**src/rtl/wb_chk_pkg.sv**
```systemverilog
// Shared types and constants for the writeback scoreboard.
package wb_chk_pkg;

  typedef enum logic [1:0] {
    StIdle = 2'd0,
    StRun  = 2'd1,
    StPass = 2'd2,
    StFail = 2'd3
  } state_e;

  localparam logic [1:0] FAIL_NONE     = 2'd0;
  localparam logic [1:0] FAIL_MISMATCH = 2'd1;
  localparam logic [1:0] FAIL_TIMEOUT  = 2'd2;
  localparam logic [1:0] FAIL_EXTRA    = 2'd3;

  // One table entry packs {register, value}.
  function automatic int unsigned entry_w(input int unsigned reg_aw, input int unsigned data_w);
    return reg_aw + data_w;
  endfunction

endpackage

```
**src/rtl/exp_table.sv**
```systemverilog
// Expected-result table: one synchronous write port, one combinational read port.
module exp_table #(
  parameter int unsigned DEPTH  = 16,
  parameter int unsigned REG_AW = 5,
  parameter int unsigned DATA_W = 32,
  parameter int unsigned AW     = $clog2(DEPTH)
) (
  input  logic              clk,
  input  logic              we,
  input  logic [AW-1:0]     waddr,
  input  logic [REG_AW-1:0] wreg,
  input  logic [DATA_W-1:0] wdata,
  input  logic [AW-1:0]     raddr,
  output logic [REG_AW-1:0] rreg,
  output logic [DATA_W-1:0] rdata
);
  import wb_chk_pkg::*;

  localparam int unsigned EntryW = entry_w(REG_AW, DATA_W);

  logic [EntryW-1:0] mem [DEPTH];

  // Table write; contents deliberately survive reset.
  always_ff @(posedge clk) begin
    if (we) mem[waddr] <= {wreg, wdata};
  end

  assign {rreg, rdata} = mem[raddr];

endmodule

```
**src/rtl/wb_scoreboard.sv**
```systemverilog
// In-order register-writeback checker: compares CPU writes against a preloaded table.
module wb_scoreboard
  import wb_chk_pkg::*;
#(
  parameter int unsigned DATA_W  = 32,
  parameter int unsigned REG_AW  = 5,
  parameter int unsigned DEPTH   = 16,
  parameter int unsigned IDX_W   = $clog2(DEPTH) + 1,
  parameter int unsigned TIMEOUT = 1024,
  parameter int unsigned CNT_W   = 16
) (
  input  logic              clk,
  input  logic              reset,
  input  logic              start,
  input  logic [DATA_W-1:0] end_pc,
  input  logic [DATA_W-1:0] pc,
  input  logic              wb_en,
  input  logic [REG_AW-1:0] wb_addr,
  input  logic [DATA_W-1:0] wb_data,
  input  logic              exp_we,
  input  logic [IDX_W-2:0]  exp_waddr,
  input  logic [REG_AW-1:0] exp_wreg,
  input  logic [DATA_W-1:0] exp_wdata,
  input  logic [IDX_W-1:0]  exp_count,
  output logic              busy,
  output logic              done,
  output logic              pass,
  output logic [1:0]        fail_code,
  output logic [IDX_W-1:0]  err_index,
  output logic [DATA_W-1:0] err_got,
  output logic [DATA_W-1:0] err_exp,
  output logic [IDX_W-1:0]  checks_done,
  output logic [CNT_W-1:0]  cycle_count
);

  localparam int unsigned AW = IDX_W - 1;

  state_e            state_q, state_d;
  logic [IDX_W-1:0]  idx_q, idx_d;
  logic [IDX_W-1:0]  count_q, count_d;
  logic [1:0]        code_q, code_d;
  logic [IDX_W-1:0]  eidx_q, eidx_d;
  logic [DATA_W-1:0] egot_q, egot_d;
  logic [DATA_W-1:0] eexp_q, eexp_d;
  logic [CNT_W-1:0]  cyc_q, cyc_d;

  logic [REG_AW-1:0] rd_reg;
  logic [DATA_W-1:0] rd_data;
  logic              counted;
  logic              run_fail;
  logic [IDX_W-1:0]  count_clamped;

  exp_table #(
    .DEPTH (DEPTH),
    .REG_AW(REG_AW),
    .DATA_W(DATA_W),
    .AW    (AW)
  ) u_table (
    .clk  (clk),
    .we   (exp_we && (state_q == StIdle)),
    .waddr(exp_waddr),
    .wreg (exp_wreg),
    .wdata(exp_wdata),
    .raddr(idx_q[AW-1:0]),
    .rreg (rd_reg),
    .rdata(rd_data)
  );

  assign counted       = wb_en && (wb_addr != '0);
  assign count_clamped = (exp_count > IDX_W'(DEPTH)) ? IDX_W'(DEPTH) : exp_count;

  // Next-state: start handling, in-order compare, end-PC and timeout resolution.
  always_comb begin
    state_d  = state_q;
    idx_d    = idx_q;
    count_d  = count_q;
    code_d   = code_q;
    eidx_d   = eidx_q;
    egot_d   = egot_q;
    eexp_d   = eexp_q;
    cyc_d    = cyc_q;
    run_fail = 1'b0;
    unique case (state_q)
      StIdle, StPass, StFail: begin
        if (start) begin
          state_d = StRun;
          count_d = count_clamped;
          idx_d   = '0;
          code_d  = FAIL_NONE;
          eidx_d  = '0;
          egot_d  = '0;
          eexp_d  = '0;
          cyc_d   = '0;
        end
      end
      StRun: begin
        if (cyc_q != '1) cyc_d = cyc_q + CNT_W'(1);
        if (counted) begin
          if (idx_q < count_q) begin
            if ((rd_reg == wb_addr) && (rd_data == wb_data)) begin
              idx_d = idx_q + IDX_W'(1);
            end else begin
              run_fail = 1'b1;
              code_d   = FAIL_MISMATCH;
              eidx_d   = idx_q;
              egot_d   = wb_data;
              eexp_d   = rd_data;
            end
          end else begin
            run_fail = 1'b1;
            code_d   = FAIL_EXTRA;
            eidx_d   = count_q;
            egot_d   = wb_data;
            eexp_d   = '0;
          end
        end
        if (run_fail) begin
          state_d = StFail;
        end else if ((pc == end_pc) && (idx_d == count_q)) begin
          state_d = StPass;
        end else if (32'(cyc_d) >= TIMEOUT) begin
          state_d = StFail;
          code_d  = FAIL_TIMEOUT;
          eidx_d  = idx_d;
          egot_d  = '0;
          eexp_d  = '0;
        end
      end
      default: state_d = StIdle;
    endcase
  end

  // State and status registers; reset clears everything but the table.
  always_ff @(posedge clk) begin
    if (reset) begin
      state_q <= StIdle;
      idx_q   <= '0;
      count_q <= '0;
      code_q  <= FAIL_NONE;
      eidx_q  <= '0;
      egot_q  <= '0;
      eexp_q  <= '0;
      cyc_q   <= '0;
    end else begin
      state_q <= state_d;
      idx_q   <= idx_d;
      count_q <= count_d;
      code_q  <= code_d;
      eidx_q  <= eidx_d;
      egot_q  <= egot_d;
      eexp_q  <= eexp_d;
      cyc_q   <= cyc_d;
    end
  end

  assign busy        = (state_q == StRun);
  assign done        = (state_q == StPass) || (state_q == StFail);
  assign pass        = (state_q == StPass);
  assign fail_code   = code_q;
  assign err_index   = eidx_q;
  assign err_got     = egot_q;
  assign err_exp     = eexp_q;
  assign checks_done = idx_q;
  assign cycle_count = cyc_q;

endmodule
```
**config.mk**
```make
export PLATFORM = sky130hd
export DESIGN_NAME = wb_scoreboard
export DESIGN_NICKNAME = d
export VERILOG_FILES = /design/src/rtl/wb_chk_pkg.sv /design/src/rtl/exp_table.sv /design/src/rtl/wb_scoreboard.sv
export SDC_FILE = /design/constraint.sdc
export NUM_CORES = 1
export LEC_CHECK = 0
export BUFFER_PORTS_ARGS = -buffer_cell sky130_fd_sc_hd__buf_2
export CORE_MARGIN = 1.5
export CORE_UTILIZATION = 50
export DETAILED_ROUTE_END_ITERATION = 6
export GPL_ROUTABILITY_DRIVEN = 0
export PLACE_DENSITY = 0.69
export REMOVE_ABC_BUFFERS = 1
export SYNTH_ARGS = -nofsm -noshare
export SYNTH_HDL_FRONTEND = slang
export SYNTH_SLANG_ARGS = --single-unit
```
**constraint.sdc**
```tcl
create_clock -name clk -period 4.4 [get_ports clk]
set_clock_uncertainty 0.1 [all_clocks]
set_input_delay 0.44 -clock clk [delete_from_list [all_inputs] [get_ports clk]]
set_output_delay 0.44 -clock clk [all_outputs]
set_load 0.01 [all_outputs]
```
==> out/summary.txt, run 1 <==
Avg Cell Area, Syn: 16.2 um2
clk buf depth: 3
Max Freq: 235 MHz
combinational share of power: 0.044
Sw Share: 0.214
hold slack final: 0.0383 ns
Peak VDD IR: 0.000291 V
Initial Utilization: 0.507
commonest non-fill, non-tap cells in the layout: edfxtp_1 (592), buf_2 (245), mux4_2 (120)
vias per inst: 6.18
share of layout cells above drive strength 1: 0.320
worst path required time: 4.75 ns
CP Class: reg -> reg
CTS Buf Count: 72
Compound-Gate Fraction of Synth Area: 0.0758
drt wl/cell: 27.0 um
CTS root buffer: clkbuf_16
mux share of post-synthesis cell area: 0.133
Final Critical Period: 4.26 ns
Hold Crit Class: in -> reg
DR vias: 18.3k
sequential cell area fraction in the yosys report: 0.677
# setup viols final: 0
die span in x: 245 um
peak fanout along the critical path: 14
Leak Pwr: 11.6 nW
EDFF count, synth: 592
async set or reset register ratio after synthesis: 0
Final Cell Area: 34400 um2
initial antenna violation count: 6
commonest non-fill, non-tap cell in the layout: edfxtp_1
Syn-to-layout area delta: 17.4%
CTS Hold Bufs: 0
die height: 245 um
CTS tree: done
R2R setup slack: 0.14 ns
Post-Synth Adder-Cell Area: 0.00256
DR pass1 iterations: 5
Non-Filler Instances: 2952
io pins: 247
Clock Sinks: 695
final hold violation count: 0
Worst EP arrival: 4.61 ns
Clock Power Share: 0.420
number of global-route vias before repair: 18.1k
sequential power share: 0.535
num rows: 88
Syn Std Cell Area: 29300 um2
post-synthesis simple-gate area fraction: 0.0608
Total Routing Usage GR: 0.264
startpoint types: flop
final net count: 2286
kind of end point of the critical path: flop
GRT overflow: 0
period utilization: 0.968
I/O Buffers: 246
initial DRC count: 2181
Cell Area, Placed: 32000 um2
yosys warns: 0
Mapped Cells: 1805
total die area: 60100 um2
status: complete, no violations
largest family of logic cells by synthesized area: multiplexers
Max-Cap Viols: 0
hpwl dp: 48200 um
Routed WL: 79600 um
global-route wire length before repair: 116000 um
H-tree lvl count: 3
relative slew slack: 0.304
net switching power: 2.88 mW
post-synthesis xor/xnor area fraction: 0.0275
placed insts: 2810
DRC: 0
Distinct cells, synth: 72
Worst Max-Slew Pin Slew: 1.04 ns
Power Density: 393 nW/um2
flops & latches, synth: 695
ys flop type: edfxtp_1
internal power: 10.6 mW
post-route ant nets: 0
Core Box Area: 57800 um2
Pins Over Slew Limit: 0
largest net degree at the start of global routing: 68
CTS clk-pin slew, worst paths: 0.06 ns
Clk Latency, worst-skew pair: 0.61 ns
cell families after synthesis:
family / Yosys count
flops: 695
simple gates: 349
compound gates: 306
mux: 235
buf+inv: 122
xor+xnor: 92
fa+ha+maj: 6
worst max-delay path, cell delays in order (launching register included):
cell,delay [ns]
dfxtp_4,0.51
buf_6,0.22
mux4_2,0.57
a2111oi_0,0.38
nand3_1,0.17
and4_1,0.21
and4_1,0.18
buf_4,0.15
and4_2,0.27
buf_4,0.15
a21oi_4,0.27
nor3_4,0.08
or2_2,0.35
buf_12,0.18
a21oi_1,0.19
a211oi_2,0.10
final timing paths:
kind | start | endpoint | cells after the start
worst min-delay path | exp_count[4] | count_q[4] | 3
worst max register to register | flop | err_got[19] | 15
worst min register to register | count_q[4] | count_q[4] | 2
worst max-delay path | flop | err_got[19] | 15
what timing repair did:
| item | 4_1_cts | 5_1_grt |
|---|---|---|
| resized for setup | 4 | 19 |
| setup buffers | 5 | 3 |
| pin swaps | 0 | 6 |
| gates cloned | 0 | 1 |
| setup endpoints to repair | 66 | 70 |
flip-flops by register name, indices dropped and copies added (netlist names), named ones only:
signal,count
err_exp,32
state_q,2
count_q,5
checks_done,5
cycle_count,16
err_got,32
fail_code,2
err_index,5
u_table.mem,592
layout make-up:
cell class              instances  area [um2]
diodes                          3        7.51
clock buffers                  85        1870
clock inverters                45         299
fillers                      4315       23400
inverters                      12        45.0
multi-input cells             988        9000
flip-flops and latches        695       19900
well taps                     765         957
repair buffers                359        2370
cell usage after synthesis, drive strengths merged, types with 3 or more instances:
cell | count | area [um2]
a2111oi | 3 | 26.3
a211oi | 72 | 761
a21o | 6 | 45.0
a21oi | 112 | 572
a221oi | 5 | 43.8
a22o | 4 | 35.0
a22oi | 29 | 218
a31oi | 8 | 50.1
and2 | 15 | 93.8
and3 | 11 | 68.8
and4 | 6 | 52.6
buf | 69 | 484
clkbuf | 41 | 155
dfxtp | 103 | 2060
edfxtp | 592 | 17800
ha | 6 | 75.1
inv | 10 | 37.5
mux2 | 25 | 282
mux2i | 90 | 913
mux4 | 120 | 2700
nand2 | 76 | 285
nand2b | 15 | 93.8
nand3 | 22 | 110
nand4 | 17 | 121
nor2 | 89 | 344
nor2b | 17 | 106
nor3 | 54 | 303
nor3b | 5 | 37.5
nor4 | 7 | 58.8
o2111ai | 3 | 26.3
o211ai | 6 | 45.0
o21ai | 23 | 115
o221ai | 6 | 52.6
o22ai | 9 | 56.3
or2 | 5 | 31.3
or3 | 3 | 18.8
or4 | 4 | 30.0
xnor2 | 56 | 490
xor2 | 36 | 315
per-layer routing:
metal  share of wire  GRT usage
met5         0.00069          0
met4           0.027     0.0946
met3           0.099     0.0529
met2            0.47      0.414
met1            0.41      0.368
power groups by stage:
| stage | clock network [mW] | registers, mW | logic [mW] |
|---|---|---|---|
| after global routing | 5.99 | 7.23 | 0.644 |
| final | 5.68 | 7.23 | 0.601 |
| after floorplan | 0 | 7.37 | 0.239 |
| after detailed placement | 0 | 7.37 | 0.587 |
| after global placement | 0 | 7.36 | 0.568 |
| after CTS | 5.75 | 7.23 | 0.592 |
metrics by stage:
step                total power, mW  setup WS (ns)  setup TNS, ns   util
finish                         13.5          0.139              0  0.595
global placement               7.93        -0.0460         -0.136  0.554
detailed placement             7.95         -0.117          -2.76  0.554
CTS                            13.6         0.0243              0  0.593
floorplan                      7.61          -6.62        -514.75      -
global route                   13.9       -0.00409       -0.00474  0.595
Power figures use the tool's default switching activity.
==> run 2, diff against run 1 <==
Clock period 4.4 ns to 5.55 ns, I/O delays scaled along.
==> out/summary.txt, run 2 (synthesized netlist as in run 1, its figures left out) <==
status: complete, no violations
drt wl/cell: 27.1 um (+0.50%)
met2 wire len: 37000 um (-0.48%)
vias per inst: 6.18 (-0.14%)
post-route ant nets: 0 (unchanged)
r2r worst-path depth: 14 (-1)
peak fanout along the critical path: 31 (+17)
GRT overflow: 0 (unchanged)
routed length on met3: 8080 um (+2.5%)
CTS clk-pin slew, worst paths: 0.06 ns (about the same)
final net count: 2237 (-2.1%)
Final Cell Area: 33700 um2 (-1.9%)
final core occ: 0.584 (-0.0113)
die span in x: 245 um (unchanged)
CTS root buffer: clkbuf_16
Cell Area, Placed: 31500 um2 (-1.5%)
clk buf depth: 3 (unchanged)
Leak Pwr: 11.3 nW (-2.5%)
startpoint types: flop
hpwl dp: 48600 um (+0.89%)
commonest non-fill, non-tap cells in the layout: edfxtp_1 (592), buf_2 (245), mux4_2 (120)
total power: 10.7 mW (-20%)
H-tree lvl count: 3 (unchanged)
R2R setup slack: 0.21 ns (+0.07 ns)
Non-Filler Instances: 2900 (-1.8%)
relative slew slack: 0.183 (-0.121)
placed insts: 2771 (-1.4%)
Clock Sinks: 695 (unchanged)
number of global-route vias before repair: 17.6k (-2.8%)
num rows: 88 (unchanged)
Clk Latency, worst-skew pair: 0.62 ns (about the same)
# setup viols final: 0 (unchanged)
total die area: 60100 um2 (unchanged)
hold slack final: 0.139 ns (+0.100 ns)
max reg flops: 592 (unchanged)
kind of end point of the critical path: flop
setup_tns: 0 ns (unchanged)
period utilization: 0.962 (-0.00680)
Hold Crit Class: in -> reg
worst path required time: 5.96 ns (+1.21 ns)
Core Box Area: 57800 um2 (unchanged)
global-route wire length before repair: 115000 um (-0.89%)
Worst EP arrival: 5.74 ns (+1.13 ns)
final hold violation count: 0 (unchanged)
Peak VDD IR: 0.000249 V (-14%)
Initial Utilization: 0.507 (unchanged)
number of setup buffers added after CTS: 0 (-5)
CP Class: reg -> reg
DR pass1 iterations: 6 (+1)
Total Routing Usage GR: 0.262 (-0.00164)
top sig layer: met5
Routed WL: 78600 um (-1.3%)
RSZ-0062 raised after global routing: no
Final Critical Period: 5.34 ns (+1.08 ns)
Max Freq: 187 MHz (-20%)
commonest non-fill, non-tap cell in the layout: edfxtp_1
CTS Buf Count: 71 (-1.4%)
DR vias: 17.9k (-1.9%)
Largest Register: u_table.mem
DRC: 0 (unchanged)
Worst Max-Slew Pin Slew: 1.22 ns (+0.178 ns)
CTS tree: done
Setup WS post-layout: 0.213 ns (+0.0741 ns)
dpl ws: 0.328 ns (+0.445 ns)
share of layout cells above drive strength 1: 0.299 (-0.0206)
CP Capture Point: err_got[3]
die height: 245 um (unchanged)
post-CTS resize count: 0 (-4)
initial antenna violation count: 7 (+1)
CTS Hold Bufs: 0 (unchanged)
largest net degree at the start of global routing: 62 (-8.8%)
DRT met1 WL: 31800 um (-1.6%)
R2R Path End: err_got[3]
Syn-to-layout area delta: 15.2%
io pins: 247 (unchanged)
Max-Cap Viols: 0 (unchanged)
initial DRC count: 2088 (-4.3%)
Power Density: 318 nW/um2 (-19%)
I/O Buffers: 246 (unchanged)
Pins Over Slew Limit: 0 (unchanged)
[run 2: changes by cell type in the layout (fill, tap and decap cells not counted), sizes merged]
| cell | before | now |
|---|---|---|
| buf | 358 | 311 |
| clkbuf | 86 | 101 |
| bufinv | 3 | 1 |
| clkinvlp | 3 | 2 |
| clkinv | 37 | 23 |
| inv | 14 | 13 |
| diode | 3 | 1 |
[run 2: how the worst min path moves through the flow]
stage / startpoint / to / slack, ns / depth (start not counted)
finish: exp_count[4] / count_q[4] / 0.14 / 3
global route: exp_count[4] / count_q[4] / 0.16 / 3
CTS: exp_count[4] / count_q[4] / 0.12 / 3
detailed placement: cycle_count[7] / cycle_count[7] / 0.38 / 2
global placement: cycle_count[7] / cycle_count[7] / 0.37 / 2
floorplan: count_q[4] / count_q[4] / 0.36 / 2
[run 2: critical path: stages, from the launching register on]
cell and delay [ns]:
dfxtp_4 0.66, buf_4 0.45, mux4_2 0.55, mux2i_1 0.39, xor2_1 0.26, mux2i_1 0.13, nor4_1 0.52, and4_1 0.41
and4_1 0.48, o2111a_1 0.25, a211oi_1 0.06, nor3_2 0.33, nand2_4 0.11, buf_12 0.19, a211oi_1 0.23
[run 2: final cells by class]
class / count / area [um2]
Sequential cell: 695 / 19900
Clock inverter: 27 / 175
Multi-Input combinational cell: 988 / 8910
Fill cell: 4383 / 24100
Clock buffer: 101 / 2030
Antenna cell: 1 / 2.50
Inverter: 12 / 45.0
Tap cell: 765 / 957
Timing Repair Buffer: 311 / 1770
[run 2: power by group]
| group | switching, mW | internal [mW] |
|---|---|---|
| Clock | 1.96 | 2.61 |
| Sequential | 0.0189 | 5.71 |
| Combinational | 0.309 | 0.143 |
| Total | 2.28 | 8.46 |
[run 2: per-layer routing]
metal | GRT usage | vias up
met1 | 0.370 | 9087
met4 | 0.0784 | 10
met5 | 0 | -
met3 | 0.0522 | 125
met2 | 0.413 | 983
li1 | - | 7707
==> run 3, diff against run 2 <==
Clock period 5.55 ns to 6.8 ns, I/O delays scaled along.
==> out/summary.txt, run 3 (synthesized netlist as in run 1, its figures left out) <==
GRT overflow: 0 (unchanged)
Clock Sinks: 695 (unchanged)
DRC: 0 (unchanged)
drt wl/cell: 27.2 um (+0.18%)
global-route wire length before repair: 115000 um (about the same)
number of global-route vias before repair: 17.6k (+0.091%)
total die area: 60100 um2 (unchanged)
Hold Crit Class: in -> reg
# setup viols final: 0 (unchanged)
Fillers: 4360 (-0.52%)
num rows: 88 (unchanged)
hold depth: 3 (unchanged)
commonest non-fill, non-tap cells in the layout: edfxtp_1 (592), buf_2 (245), mux4_2 (120)
initial antenna violation count: 7 (unchanged)
Total Routing Usage GR: 0.262 (-0.000281)
R2R setup slack: 0.27 ns (+0.05 ns)
io pins: 247 (unchanged)
final net count: 2218 (-0.85%)
Worst EP arrival: 6.93 ns (+1.19 ns)
Worst Max-Slew Pin Slew: 1.16 ns (-0.0628 ns)
DR pass1 iterations: 5 (-1)
r2r worst-path depth: 12 (-2)
Core Box Area: 57800 um2 (unchanged)
clk buf depth: 3 (unchanged)
Routed WL: 78400 um (-0.27%)
post-route ant nets: 0 (unchanged)
Clk Latency, worst-skew pair: 0.62 ns (about the same)
Syn-to-layout area delta: 15.1% (about the same)
I/O Buffers: 246 (unchanged)
die height: 245 um (unchanged)
final core occ: 0.584 (about the same)
vias per inst: 6.23 (+0.84%)
CTS root buffer: clkbuf_16
DR vias: 18.0k (+0.39%)
hpwl dp: 45600 um (-6.1%)
peak fanout along the critical path: 65 (+110%)
commonest non-fill, non-tap cell in the layout: edfxtp_1
initial DRC count: 2179 (+4.4%)
Final Critical Period: 6.53 ns (+1.20 ns)
H-tree lvl count: 3 (unchanged)
Max-Cap Viols: 0 (unchanged)
Largest Register: u_table.mem
CTS tree: done
number of setup buffers added after CTS: 0 (unchanged)
CP Class: reg -> reg
worst path required time: 7.20 ns (+1.24 ns)
Max Freq: 153 MHz (-18%)
relative slew slack: 0.227 (+0.0438)
RSZ-0062 raised after global routing: no
setup_tns: 0 ns (unchanged)
CTS Hold Bufs: 0 (unchanged)
CTS Buf Count: 72 (+1.4%)
post-CTS resize count: 0 (unchanged)
period utilization: 0.961 (about the same)
max reg flops: 592 (unchanged)
CTS clk-pin slew, worst paths: 0.06 ns (about the same)
startpoint types: flop
status: complete, no violations
Pins Over Slew Limit: 0 (unchanged)
R2R Path End: err_got[6]
Peak VDD IR: 0.000163 V (-35%)
Initial Utilization: 0.507 (unchanged)
worst hold path startpoint: exp_count[4]
die span in x: 245 um (unchanged)
kind of end point of the critical path: flop
Power Density: 266 nW/um2 (-16%)
share of layout cells above drive strength 1: 0.297 (-0.00227)
final hold violation count: 0 (unchanged)
largest net degree at the start of global routing: 67 (+8.1%)
Hold EP: count_q[4]
Leak Pwr: 11.2 nW (-0.16%)
## run 3: where the power goes
part           leakage [nW]  total, mW  switching (mW)  internal, mW
clock network          1.18       3.92            1.61          2.31
logic                  3.90      0.370           0.255         0.115
registers              6.17       4.68          0.0152          4.66
total                  11.2       8.97            1.88          7.08
## run 3: worst max-delay path, stage by stage, from the launching register on
cell       delay [ns]
dfxtp_4          0.94
nor2b_1          0.85
a22oi_1          0.20
o221ai_1         0.23
mux2_2           0.38
a2111oi_0        0.88
and4_1           0.48
and4_1           0.45
o2111a_1         0.26
a211oi_1         0.07
nor3_2           0.30
nand2_4          0.66
a211oi_1         0.43
## run 3: how the worst max path moves through the flow
stage          cells after the start  slack, ns  start     endpoint
4_1_cts                           12       0.46   flop   err_got[3]
5_1_grt                           12       0.12   flop   err_got[7]
3_3_place_gp                      12       0.55   flop   err_got[3]
2_1_floorplan                     12      -4.22   flop  err_exp[26]
3_5_place_dp                      12       0.50   flop   err_got[0]
6_report                          12       0.27   flop   err_got[6]
## run 3: metal layers
layer / global-route usage / up-vias / share of wire
met5: 0 / - / 0.00059
met4: 0.0884 / 8 / 0.027
met3: 0.0469 / 131 / 0.097
met2: 0.409 / 1002 / 0.47
met1: 0.373 / 9162 / 0.41
li1: - / 7678 / -
## run 3: cell type report
| class | count | area [um2] | share of cell area |
|---|---|---|---|
| well taps | 765 | 957 | 0.0284 |
| flip-flops and latches | 695 | 19900 | 0.589 |
| inverters | 12 | 45.0 | 0.00134 |
| repair buffers | 291 | 1580 | 0.0470 |
| clock buffers | 105 | 2140 | 0.0635 |
| clock inverters | 29 | 233 | 0.00690 |
| multi-input cells | 988 | 8910 | 0.264 |
| diodes | 2 | 5.00 | 0.000148 |
## run 3: through the flow
stage | hold slack [ns] | setup slack (ns) | total power, mW | instance area, um2 | instances
floorplan | 0.355 | -4.22 | 4.92 | 28700 | 1695
global placement | 0.369 | 0.551 | 5.12 | 31400 | 2751
detailed placement | 0.394 | 0.497 | 5.13 | 31400 | 2751
finish | 0.257 | 0.267 | 8.97 | 33700 | 2887
global route | 0.274 | 0.124 | 9.22 | 33700 | 2886
CTS | 0.235 | 0.461 | 9.01 | 33700 | 2885
